### src/rtl/bmi_bit_gather_ctrl_if.sv
`timescale 1ns/1ps
`default_nettype none
// +--------------------------------------------------------------------------+
// | bmi_bit_gather_ctrl_if : request / mux-tree / result bundle  (rev 1.0)    |
// +--------------------------------------------------------------------------+
interface bmi_bit_gather_ctrl_if #(
  parameter int SEL_WIDTH = 8,
  parameter int OUT_WIDTH = 32,
  parameter int LEN_WIDTH = 6
);
  logic                 start_valid;
  logic                 start_ready;
  logic [SEL_WIDTH-1:0] base;
  logic [LEN_WIDTH-1:0] len;
  logic [SEL_WIDTH-1:0] mux_sel;
  logic                 mux_bit;
  logic                 res_valid;
  logic                 res_ready;
  logic [OUT_WIDTH-1:0] result;
  logic                 busy;

  // master: issue logic + mux tree side; slave: the gather controller
  modport master (
    output start_valid, base, len, mux_bit, res_ready,
    input  start_ready, mux_sel, res_valid, result, busy
  );

  modport slave (
    input  start_valid, base, len, mux_bit, res_ready,
    output start_ready, mux_sel, res_valid, result, busy
  );
endinterface
`default_nettype wire

### src/rtl/bmi_bit_gather_ctrl.sv
`timescale 1ns/1ps
`default_nettype none
// +--------------------------------------------------------------------------+
// | bmi_bit_gather_ctrl : steps the 256:1 bit mux, gathers field LSB-first    |
// | rev 1.0                                                                   |
// +--------------------------------------------------------------------------+
module bmi_bit_gather_ctrl #(
  parameter int SEL_WIDTH = 8,
  parameter int OUT_WIDTH = 32,
  parameter int LEN_WIDTH = 6,
  parameter int MUX_LAT   = 2
) (
  input  logic                    clk,
  input  logic                    rst,
  bmi_bit_gather_ctrl_if.slave    bus
);

  localparam int c_idx_w = (OUT_WIDTH > 1) ? $clog2(OUT_WIDTH) : 1;

  localparam logic [1:0] c_idle  = 2'd0;
  localparam logic [1:0] c_issue = 2'd1;
  localparam logic [1:0] c_drain = 2'd2;
  localparam logic [1:0] c_done  = 2'd3;

  localparam logic [LEN_WIDTH-1:0] c_out_w = LEN_WIDTH'(OUT_WIDTH);
  localparam logic [LEN_WIDTH-1:0] c_one   = LEN_WIDTH'(1);

  logic [1:0]           r_state;
  logic [SEL_WIDTH-1:0] r_base;
  logic [LEN_WIDTH-1:0] r_len_eff;
  logic [LEN_WIDTH-1:0] r_k;
  logic [OUT_WIDTH-1:0] r_result;

  logic                 w_accept;
  logic                 w_issue;
  logic                 w_last_issue;
  logic                 w_cap_vld;
  logic                 w_last_cap;
  logic [LEN_WIDTH-1:0] w_len_eff;
  logic [c_idx_w-1:0]   w_issue_idx;
  logic [c_idx_w-1:0]   w_cap_idx;
  logic [c_idx_w-1:0]   w_last_idx;

  assign w_len_eff    = (bus.len > c_out_w) ? c_out_w : bus.len;
  assign w_accept     = bus.start_valid && (r_state == c_idle);
  assign w_issue      = (r_state == c_issue);
  assign w_last_issue = w_issue && (r_k == (r_len_eff - c_one));
  assign w_issue_idx  = r_k[c_idx_w-1:0];
  assign w_last_idx   = c_idx_w'(r_len_eff - c_one);
  assign w_last_cap   = w_cap_vld && (w_cap_idx == w_last_idx);

  // Tag pipe mirrors the mux tree latency so each returned bit lands at its index.
  if (MUX_LAT == 0) begin : g_comb_cap
    assign w_cap_vld = w_issue;
    assign w_cap_idx = w_issue_idx;
  end else begin : g_pipe_cap
    logic [MUX_LAT-1:0] r_pipe_vld;
    logic [c_idx_w-1:0] r_pipe_idx [MUX_LAT];

    always_ff @(posedge clk) begin
      if (rst) begin
        r_pipe_vld <= '0;
        for (int i = 0; i < MUX_LAT; i++) begin
          r_pipe_idx[i] <= '0;
        end
      end else begin
        r_pipe_vld[0] <= w_issue;
        r_pipe_idx[0] <= w_issue_idx;
        for (int i = 1; i < MUX_LAT; i++) begin
          r_pipe_vld[i] <= r_pipe_vld[i-1];
          r_pipe_idx[i] <= r_pipe_idx[i-1];
        end
      end
    end

    assign w_cap_vld = r_pipe_vld[MUX_LAT-1];
    assign w_cap_idx = r_pipe_idx[MUX_LAT-1];
  end

  always_ff @(posedge clk) begin
    if (rst) begin
      r_state   <= c_idle;
      r_base    <= '0;
      r_len_eff <= '0;
      r_k       <= '0;
      r_result  <= '0;
    end else begin
      case (r_state)
        c_idle: begin
          if (w_accept) begin
            r_base    <= bus.base;
            r_len_eff <= w_len_eff;
            r_k       <= '0;
            r_result  <= '0;
            r_state   <= (w_len_eff == '0) ? c_done : c_issue;
          end
        end
        c_issue: begin
          if (w_last_issue) begin
            r_k     <= '0;
            r_state <= (MUX_LAT == 0) ? c_done : c_drain;
          end else begin
            r_k <= r_k + c_one;
          end
        end
        c_drain: begin
          if (w_last_cap) begin
            r_state <= c_done;
          end
        end
        c_done: begin
          if (bus.res_ready) begin
            r_state <= c_idle;
          end
        end
        default: r_state <= c_idle;
      endcase

      if (w_cap_vld) begin
        r_result[w_cap_idx] <= bus.mux_bit;
      end
    end
  end

  // Select wraps modulo 2^SEL_WIDTH through the natural adder overflow.
  assign bus.mux_sel     = w_issue ? (r_base + SEL_WIDTH'(r_k)) : '0;
  assign bus.start_ready = (r_state == c_idle);
  assign bus.res_valid   = (r_state == c_done);
  assign bus.busy        = (r_state != c_idle);
  assign bus.result      = r_result;

endmodule
`default_nettype wire

### src/flat_wrapper.sv
// flat-port wrapper written by rule: the top's interface ports become plain ports
module bmi_bit_gather_ctrl_flat 
#(
  parameter int SEL_WIDTH = 8,
  parameter int OUT_WIDTH = 32,
  parameter int LEN_WIDTH = 6,
  parameter int MUX_LAT   = 2
)
  (clk, rst, bus_start_valid, bus_base, bus_len, bus_mux_bit, bus_res_ready, bus_start_ready, bus_mux_sel, bus_res_valid, bus_result, bus_busy);
  bmi_bit_gather_ctrl_if #(.SEL_WIDTH(SEL_WIDTH), .OUT_WIDTH(OUT_WIDTH), .LEN_WIDTH(LEN_WIDTH)) bus_i ();
  input  logic clk;
  input  logic rst;
  input wire logic [$bits(bus_i.start_valid)-1:0] bus_start_valid;
  input wire logic [$bits(bus_i.base)-1:0] bus_base;
  input wire logic [$bits(bus_i.len)-1:0] bus_len;
  input wire logic [$bits(bus_i.mux_bit)-1:0] bus_mux_bit;
  input wire logic [$bits(bus_i.res_ready)-1:0] bus_res_ready;
  output wire logic [$bits(bus_i.start_ready)-1:0] bus_start_ready;
  output wire logic [$bits(bus_i.mux_sel)-1:0] bus_mux_sel;
  output wire logic [$bits(bus_i.res_valid)-1:0] bus_res_valid;
  output wire logic [$bits(bus_i.result)-1:0] bus_result;
  output wire logic [$bits(bus_i.busy)-1:0] bus_busy;
  assign bus_i.start_valid = bus_start_valid;
  assign bus_i.base = bus_base;
  assign bus_i.len = bus_len;
  assign bus_i.mux_bit = bus_mux_bit;
  assign bus_i.res_ready = bus_res_ready;
  assign bus_start_ready = bus_i.start_ready;
  assign bus_mux_sel = bus_i.mux_sel;
  assign bus_res_valid = bus_i.res_valid;
  assign bus_result = bus_i.result;
  assign bus_busy = bus_i.busy;
  bmi_bit_gather_ctrl #(.SEL_WIDTH(SEL_WIDTH), .OUT_WIDTH(OUT_WIDTH), .LEN_WIDTH(LEN_WIDTH), .MUX_LAT(MUX_LAT)) u_core (.clk(clk), .rst(rst), .bus(bus_i));
endmodule
### config.mk
export PLATFORM = sky130hd
export DESIGN_NAME = bmi_bit_gather_ctrl_flat
export DESIGN_NICKNAME = d
export VERILOG_FILES = /design/src/rtl/bmi_bit_gather_ctrl_if.sv /design/src/rtl/bmi_bit_gather_ctrl.sv /design/src/flat_wrapper.sv
export SDC_FILE = /design/constraint.sdc
export NUM_CORES = 1
export LEC_CHECK = 0
export CAP_MARGIN = 40
export CORE_ASPECT_RATIO = 0.5
export CORE_MARGIN = 2
export CORE_UTILIZATION = 44
export DETAILED_ROUTE_END_ITERATION = 7
export PLACE_DENSITY = 0.69
export SYNTH_ARGS = -nofsm -noshare
export SYNTH_HDL_FRONTEND = slang
export SYNTH_SLANG_ARGS = --single-unit
### constraint.sdc
create_clock -name clk -period 2.6 [get_ports clk]
set_input_delay 0.52 -clock clk [delete_from_list [all_inputs] [get_ports clk]]
set_output_delay 0.52 -clock clk [all_outputs]
set_load 0.005 [all_outputs]
* Word level (Yosys, flattened, before mapping)
Memories as Yosys holds them, arrays and structs flattened.
Index checks and enable logic that the tools add are counted.
** Storage, ports and cells
- Register bits :: 56
- Bits in latches :: 0
- Bits in writable memories :: 10
- Bits in read-only memories :: 0
- Input bits :: 19
- Output and inout bits :: 43
- Logic and storage cells :: 58
- Memories :: 1
** Cells by class
- $add $sub $neg :: 3
- Multiply operators :: 0
- Div/mod/pow operators :: 0
- $lt $le $gt $ge :: 3
- Equality and inequality tests :: 9
- Shift operators :: 0
- Mux-type cells :: 23
- Bitwise operators :: 2
- Reduce and logical (&&, ||, !) cells :: 11
** Memory list
- u_core.g_pipe_cap.r_pipe_idx :: words 2, bits a word 5, rd ports 2, clocked after Yosys merged registers in 0, write ports 2, line bmi_bit_gather_ctrl.sv:58 : logic [c_idx_w-1:0] r_pipe_idx [MUX_LAT];
** Operators with widths (count)
- 2-to-1 mux 32 bit :: 4
- bitwise mux 32 bit :: 1
- 2-to-1 mux 6 bit :: 3
- one-hot mux 6 bit (2 select lines) :: 1
- 2-to-1 mux 2 bit :: 5
- 2-to-1 mux 5 bit :: 2
- adder 8 x 6 -> 8 bit :: 1
- 2-to-1 mux 8 bit :: 1
- one-hot mux 2 bit (4 select lines) :: 1
- adder 6 x 1 -> 6 bit (second input constant) :: 1
- == test 6 bit :: 1
- > comparator 6 bit (second input constant) :: 1
- zero test 6 bit :: 1
- < comparator 5 x 6 -> 1 bit (second input constant) :: 1
- subtractor 6 x 1 -> 6 bit (second input constant) :: 1
- demux 1 bit (select 5 bit) :: 1
- == test 5 bit :: 1
- greater-or-equal comparator 5 x 1 -> 1 bit (second input constant) :: 1
- == test 2 bit (second input constant) :: 2
- logical AND 1 bit :: 4
- 2-to-1 mux 1 bit :: 4
- != test 2 x 1 -> 1 bit (second input constant) :: 2
- != test 2 bit (second input constant) :: 2
- AND reduction 2 bit :: 2
- other kinds (5) :: 7

* Depth between registers and ports, before layout
- Depth in word-level cells :: 7
- Gate-level depth with buffers :: 9
- Gate-level depth less buffers :: 8

* Least setup slack after synthesis
OpenSTA, ideal clock, no wires.
- Kind :: register to register
- From :: reg u_core.r_state[0]
- To :: reg u_core.r_state[0]
- Library setup time :: 0.070 ns
- Arrival time :: 2.222 ns
- Required time :: 2.530 ns
- Slack :: 0.308 ns
- Stages on the path, launching flop included :: 9
- Path buffers :: 0
- Period minus slack after synthesis :: 2.292 ns
- Path through :: dfxtp_1 > inv_1 > ha_1 > inv_1 > o22ai_1 > or4_1 > o32a_1 > or3_1 > a21oi_1
** Between the ends
- Word-level cells in the longest chain between the ends :: 4
- Elaborated cells on any way between the ends :: 12
- Those cells by class :: eq/ne (7); mux (1); reduce/logical (4)
** RTL lines
- start: declaration :: line bmi_bit_gather_ctrl.sv:28 : logic [1:0] r_state;
- start signal: assignment :: line bmi_bit_gather_ctrl.sv:82 : r_state <= c_idle;
- start signal: assignment :: line bmi_bit_gather_ctrl.sv:95 : r_state <= (w_len_eff == '0) ? c_done : c_issue;
- start signal: assignment :: line bmi_bit_gather_ctrl.sv:101 : r_state <= (MUX_LAT == 0) ? c_done : c_drain;
- zero test 2 bit *
- named net bus_start_ready :: line flat_wrapper.sv:18 : output wire logic [$bits(bus_i.start_ready)-1:0] bus_start_ready;
- logical AND 1 bit :: line bmi_bit_gather_ctrl.sv:45 : assign w_accept = bus.start_valid && (r_state == c_idle);
- != test 2 x 1 -> 1 bit (no source line)
- AND reduction 4 bit (no source line)
Mark *: on every way through the listed nets, which the timed path passes. The rest lies on a longest branch.
A chain may end at the register's enable or synchronous reset.

* Worst setup path in the final report
- From :: reg u_core.r_base[0]
- To :: out bus_mux_sel[6]
** Between the ends
- Word-level cells in the longest chain between the ends :: 2
** RTL lines
- start: declaration :: line bmi_bit_gather_ctrl.sv:29 : logic [SEL_WIDTH-1:0] r_base;
- start signal: assignment :: line bmi_bit_gather_ctrl.sv:91 : r_base <= bus.base;
- adder 8 x 6 -> 8 bit :: line bmi_bit_gather_ctrl.sv:126 : assign bus.mux_sel = w_issue ? (r_base + SEL_WIDTH'(r_k)) : '0;
- 2-to-1 mux 8 bit :: line bmi_bit_gather_ctrl.sv:126
- end: declaration :: line flat_wrapper.sv:19 : output wire logic [$bits(bus_i.mux_sel)-1:0] bus_mux_sel;
No other way between the ends.

==> results.md <==
- The flow ran to the end, but the final reports show violations.
- The final reports fail on negative setup slack.
- Counting flops and latches in the post-synthesis netlist gives 66.
- The post-synthesis cell area is 3250 um2.
- Before CTS, the worst setup slack after placement is -0.126 ns.
- After detailed routing, the wire length on met1 is 3880 um.
- After detailed routing, the average wire length per cell comes to 14.5 um.
- The total number of clock tree sinks is 66.
- The number of distinct library cell variants in the gate-level netlist after synthesis is 40.
- 0 antenna diodes ended up in the layout.
- Setup repair after global routing could not meet its margin everywhere.
- The height of the die is 64.7 um.
- The hold violation total from the final report is 0.
- Detailed routing placed a total of 392 um of wire on met3.
- The proportion of layout cells with a drive suffix above 1 is 0.123.
- The via count of the first global-routing pass was 2756.
- The utilization of the core after routing is 0.599.
- The clock-pin transition on the worst setup and hold timing paths is 0.06 ns.
- The number of nets in the synthesized netlist is 424.
- The standard-cell row count is 22.
- Summing internal, switching and leakage power gives 2.91 mW.
- On the critical path the largest part of the delay comes from compound AO/OA/AOI/OAI gates.
- Buffers inserted to repair hold after CTS numbered 0.
- The global-route usage over all layers is 0.209.
- The total die area is 8120 um2.
- The number of ports placed on the die boundary is 62.
- At the later pin of the worst-skew pair, clock insertion delay measures 0.33 ns.
- The fill cell total of the finished layout is 672.
- TritonCTS created 9 clock buffers.
- The final number of max-transition violations is 0.
- The number of warnings issued by yosys is 0.
- The number of antenna-violating nets in the routed design is 0.
- The sum of buffers and inverters on the critical path is 1.
- The synthesized design contains 0 enable-type register cells.
- In the synthesized netlist, the number of instances is 392.
- The signal arrival time at the worst endpoint is 2.12 ns.
- The clock tree root buffer cell is clkbuf_16.
- In the final layout, the multi-input gates occupy 1790 um2.
- The worst relative slew slack is 0.437.
- For this run, the leading register cell type out of synthesis is dfxtp_1.
- The remaining design rule violation count is 0.
- The minimum setup slack among reg-to-reg paths is 0.15 ns.
- The initial antenna violation count is 0.
- The sequential fraction of design power is 0.379.
- The category of the worst setup path launch point is a flop.
- The category of the worst setup path capture point is a primary output.
- Of the total power, the clock network draws 0.421.
- The core region area is 7240 um2.
- The area used by sequential logic in the layout is 1330 um2.
- In the detailed route, the total length drawn on met2 is 3820 um.
- The final weighted congestion of routability-driven global placement is 0.782.
- The topmost layer with routed signal wires is met4.
- The launch point of the worst hold path is u_core.g_pipe_cap.r_pipe_idx[0][1]$_SDFF_PP0_.
- The worst clock skew is 0.00391 ns.
- The critical path's largest stage delay is 0.35 ns.
- In this run the deepest clock path goes through 2 buffers.
- For the pin with the worst max-slew slack, the measured transition is 0.840 ns.
- The total of endpoints with negative setup slack in the final report is 1.
- The worst ir drop on vdd is 0.459 mV.
- The final period utilization is 1.02.
- By count the netlist is led by dfxtp_1, a21oi_1, nand3_1.
- Dividing the synthesized area by the synthesized cell count gives 8.28 um2.
- The CTS tree is yes.
- Walking the worst path, the cells encountered are ha_4 > fa_2 > a21o_1 > a21oi_2 > o21bai_1 > a21oi_1 > xor2_1 > nor2_1 > clkbuf_2.
- The slowest stage of the critical path belongs to the cell fa_2.
- The internal portion of the total power is 2.09 mW.
- The count of TritonRoute iterations in the first routing pass is 4.
- The biggest area contributor in the post-synthesis netlist is dfxtp_1.
- The number of buffer cells added on primary ports is 61.
- Of the total power, the share spent switching nets is 0.280.
- The synthesis-to-finish area growth is 33.6%.
- The wire length reported by the detailed router is 8110 um.
- The startpoint identified for the worst register-to-register timing path is u_core.r_len_eff[0]$_SDFFE_PP0P_.
- In this run the worst path has a maximum fanout of 2.
- The routed layout has 2972 vias.
- The largest net degree at the start of global routing is 44.
- In this run the static leakage power is 1.59 nW.
- Of the total power, combinational logic draws 0.200.
- The net switching power is 0.813 mW.
- The detailed placement HPWL is 5300 um.
- Across all setup checks in the final design, the least slack found is -0.0424 ns.
- In this run the worst hold path is classified as flop to flop.
- The sequential fraction of the synthesis area is 0.407.
- Global routing finished with a remaining overflow of 0.
- The leading cell type by number of instances after synthesis is dfxtp_1.
- The required arrival time at the worst endpoint is 2.08 ns.
- From left edge to right edge, the die measures 125 um.
- The type of the worst setup path is flop to primary output.
- The routed via count divided by cell count is 5.32.
- The area share of the largest cell type after synthesis is 0.407.
- Derived from the worst setup path, the maximum achievable clock frequency is 378 MHz.
- The first global-routing pass estimated 13600 um of wire.
- The H-tree depth is 3.
- In this run, the number of DRC markers left after iteration 0 of detailed routing was 238.
- Sorting the synthesized cells by area gives the leading types as dfxtp_1, a21oi_1, nand3_1.
- In this run the worst setup path begins at u_core.r_base[0]$_SDFFE_PP0P_.
- The initial cell density of the core is 0.448.
- The power per cell area is 670 nW/um2.
- The net total in the final layout is 490.
- The count of max-cap constraint violations is 0.
- After synthesis, the share of flip-flops with an asynchronous set or reset is 0.
- The post-route minimum period is 2.64 ns.
state kept, by name (all words and copies together) (netlist names):
signal / cells
u_core.bus.result: 32
u_core.g_pipe_cap.r_pipe_idx: 10
u_core.g_pipe_cap.r_pipe_vld: 2
u_core.r_base: 8
u_core.r_k: 6
u_core.r_len_eff: 6
u_core.r_state: 2
per-stage QoR:
stage / TNS, ns / hold slack [ns] / cells / cell area (um2)
after floorplan: 0 / 0.414 / 392 / 3250
after global placement: -0.133 / 0.416 / 540 / 3980
after detailed placement: -0.126 / 0.427 / 540 / 3980
after CTS: -0.111 / 0.434 / 557 / 4300
after global routing: -0.254 / 0.436 / 559 / 4340
final: -0.0424 / 0.431 / 559 / 4340
repair_timing:
item | in CTS | in global routing
pin swaps | 6 | 11
gates cloned | 0 | 0
buffers inserted | 1 | 2
resized for setup | 12 | 13
setup endpoints to repair | 6 | 10
power by group through the flow:
stage          clock network [mW]  registers [mW]  logic (mW)
6_report                     1.22            1.10       0.583
5_1_grt                      1.30            1.11       0.642
4_1_cts                      1.25            1.10       0.582
3_5_place_dp                    0            1.12       0.577
3_3_place_gp                    0            1.12       0.576
2_1_floorplan                   0            1.11       0.360
path summary, 6_finish.rpt:
path	depth (start not counted)	to
worst max register to register	6	u_core.r_state[0]$_SDFFE_PP0P_
worst min register to register	1	u_core.g_pipe_cap.r_pipe_idx[0][6]$_SDFF_PP0_
worst max-delay path	9	bus_mux_sel[6]
worst min-delay path	1	u_core.g_pipe_cap.r_pipe_idx[0][6]$_SDFF_PP0_
worst register-to-register path, stage by stage (launching register included):
cell and delay [ns]:
dfxtp_2 0.35, or3_2 0.54, xnor2_1 0.17, or4_1 0.43, o32a_1 0.39, or3_1 0.36
a21oi_1 0.14
final cells by class:
type	count	share of cell area
multi-input cells	288	0.412
flip-flops and latches	66	0.307
repair buffers	83	0.174
clock buffers	12	0.0591
well taps	96	0.0277
clock inverters	4	0.0115
inverters	10	0.00865
cells in the final DEF (no fill, tap or decap), types with 10 or more instances in the layout:
cell / n
nor2_1: 13
nand3_1: 45
nand2_1: 40
xnor2_1: 14
buf_4: 22
o211ai_1: 24
nor2b_1: 10
ha_1: 10
clkdlybuf4s50_1: 54
a21oi_1: 54
dfxtp_1: 60
logic make-up after synthesis:
| logic type | after synthesis | share of synthesized area |
|---|---|---|
| fa+ha+maj | 13 | 0.0524 |
| simple gates | 153 | 0.245 |
| flops | 66 | 0.407 |
| xor+xnor | 22 | 0.0593 |
| buf+inv | 38 | 0.0536 |
| compound gates | 100 | 0.183 |
layer usage:
metal / track usage / up-vias
li1: - / 1520
met1: 0.274 / 1367
met2: 0.339 / 83
met3: 0.0504 / 2
met4: 0.0750 / 0
met5: 0 / -
(Power assumes the default switching activity.)
==> RTL change, RTL diff (same settings) <==
Reset style: asynchronous (`rst`), changed in 2 clocked blocks.
--- a/src/rtl/bmi_bit_gather_ctrl.sv
+++ b/src/rtl/bmi_bit_gather_ctrl.sv
@@ -58,5 +58,5 @@
     logic [c_idx_w-1:0] r_pipe_idx [MUX_LAT];
 
-    always_ff @(posedge clk) begin
+    always_ff @(posedge clk or posedge rst) begin
       if (rst) begin
         r_pipe_vld <= '0;
@@ -78,5 +78,5 @@
   end
 
-  always_ff @(posedge clk) begin
+  always_ff @(posedge clk or posedge rst) begin
     if (rst) begin
       r_state   <= c_idle;
Behaviour: differs if rst is asserted again (counterexample within 4 cycles, from zero or initial values and one cycle with rst high); with rst held inactive, the same outputs for 10 cycles.
==> RTL change against the original RTL <==
  * The run still ends with negative setup slack left
  * Cell area rose by 5.1%
  * Routed wire length rose by 1.4%
  * Sequential share of layout area rose by 5.5 points
  * Synthesized cell count fell by 8.2%
  * Via count fell by 2.8%
  * Global-route usage rose by 0.58 points
  * Area after synthesis rose by 5.7%
  * Sequential cell count did not move
  * Worst setup slack got worse by 0.19 ns
  * Cell count fell by 4.3%
Power is not compared: it rests on default switching activity, and its combinational part moved more than twofold at a synthesized area within 25%.
==> RTL change: results (changes against the original RTL) <==
| Metric | Value |
|---|---|
| Status | complete, but fails checks |
| Failing checks | negative setup slack |
| R2r setup slk | 0.33 ns (+0.18 ns) |
| Fraction of layout cells with a size suffix above 1 | 14.8% (+2.5 points) |
| Via count | 2890 (-2.8%) |
| R2R Path End | u_core.r_state[0] |
| Slowest-stage cell, CP | dfrtp_1 |
| Hold path startpoint | u_core.g_pipe_cap.r_pipe_idx[6] |
| NumNets Final | 466 (-4.9%) |
| WHS Path Cells | 0 (-1) |
| Worst Hold Path EP | u_core.w_cap_idx[1] |
| M1 WL | 3.63 mm (-6.5%) |
| Worst-margin pin slew | 0.864 ns (+0.0238 ns) |
| Hpwl dp | 5.55 mm (+4.8%) |
| Fin cells | 535 (-4.3%) |
| Gr usage total | 21.4% (+0.58 points) |
| Routed length on met3 | 490 um (+25%) |
| Post-Place Cells | 514 (-4.8%) |
| Iter 0 DRT Violations | 193 (-19%) |
| Max incr delay on CP | 0.38 ns (+0.03 ns) |
| Top-count cell post-synth | dfrtp_1 |
| Final wirelength | 8.22 mm (+1.4%) |
| Dpl ws | -0.321 ns (-0.195 ns) |
| Worst Path Arrival | 2.32 ns (+0.20 ns) |
| Crit. Startpoint | u_core.r_k[0] |
| Final WS setup | -0.237 ns (-0.195 ns) |
| Seq/Total Area, Yosys | 48.1% (+7.4 points) |
| Finish-stage setup viols | 1 (unchanged) |
| Final-layout fill cell count | 633 (-5.8%) |
| Synth cell count leaders | dfrtp_1 (66), nand2_1 (63), nand3_1 (49) |
| DR WL met2 | 4.01 mm (+4.9%) |
| Synth area leaders | dfrtp_1 (48%), nand3_1 (7.1%), nand2_1 (6.9%) |
| Final Skew | 0.00793 ns (+0.00402 ns) |
| Largest net degree at the start of global routing | 67 (+52%) |
| Post-Synthesis Mean Instance Area | 9.53 um2 (+15%) |
| Setup_tns | -0.237 ns (-0.195 ns) |
[RTL change: cell type report]
class	count	area share, %
tap	96	2.63
timing repair buffer	82	16.7
inverter	14	1.15
multi-input combinational	261	36.8
clock inverter	5	1.18
sequential	66	36.2
clock buffer	11	5.32
[RTL change: stage by stage]
step	hold slack, ns	utilization (%)
CTS	0.347	61.2
detailed placement	0.335	56.8
global route	0.352	61.3
floorplan	0.331	-
global placement	0.333	56.8
finish	0.344	61.3
[RTL change: timing repair]
action	4_1_cts	5_1_grt
gates resized for setup	20	6
hold buffers	0	0
setup endpoints to repair	6	5
buffers inserted	5	2
pin swaps	11	8
[RTL change: power groups by stage]
stage	registers [W]	clock network (W)	logic, W
floorplan	0.00135	0	0.00103
global placement	0.00139	0	0.00153
detailed placement	0.00141	0	0.00159
CTS	0.00138	0.00122	0.00162
global route	0.00141	0.00127	0.00179
finish	0.00138	0.00119	0.00162
[RTL change: kinds of logic (layout without fill, tap and decap cells)]
logic type	after synthesis	count (layout)	synth area share (%)
compound gates	53	53	10.8
simple gates	162	162	23.2
buf+inv	33	112	3.65
xor+xnor	20	20	5.11
flops	66	66	48.1
fa+ha+maj	13	13	4.96
mux	13	13	4.12
[RTL change: routing by layer]
| metal | up-vias | GRT usage (%) |
|---|---|---|
| met5 | - | 0 |
| met4 | 0 | 6.66 |
| met3 | 11 | 6.23 |
| met2 | 80 | 36.0 |
| met1 | 1399 | 27.1 |
| li1 | 1400 | - |
[RTL change: critical path, delay by kind of cell, from the launching register on]
kind	cells	cell delay [ns]
AND/OR/NAND/NOR	1	0.13
AO/OA/AOI/OAI	4	0.57
flip-flops	1	0.38
XOR/XNOR	1	0.12
adder cells (fa/ha/maj)	2	0.56
buffers and inverters	2	0.24
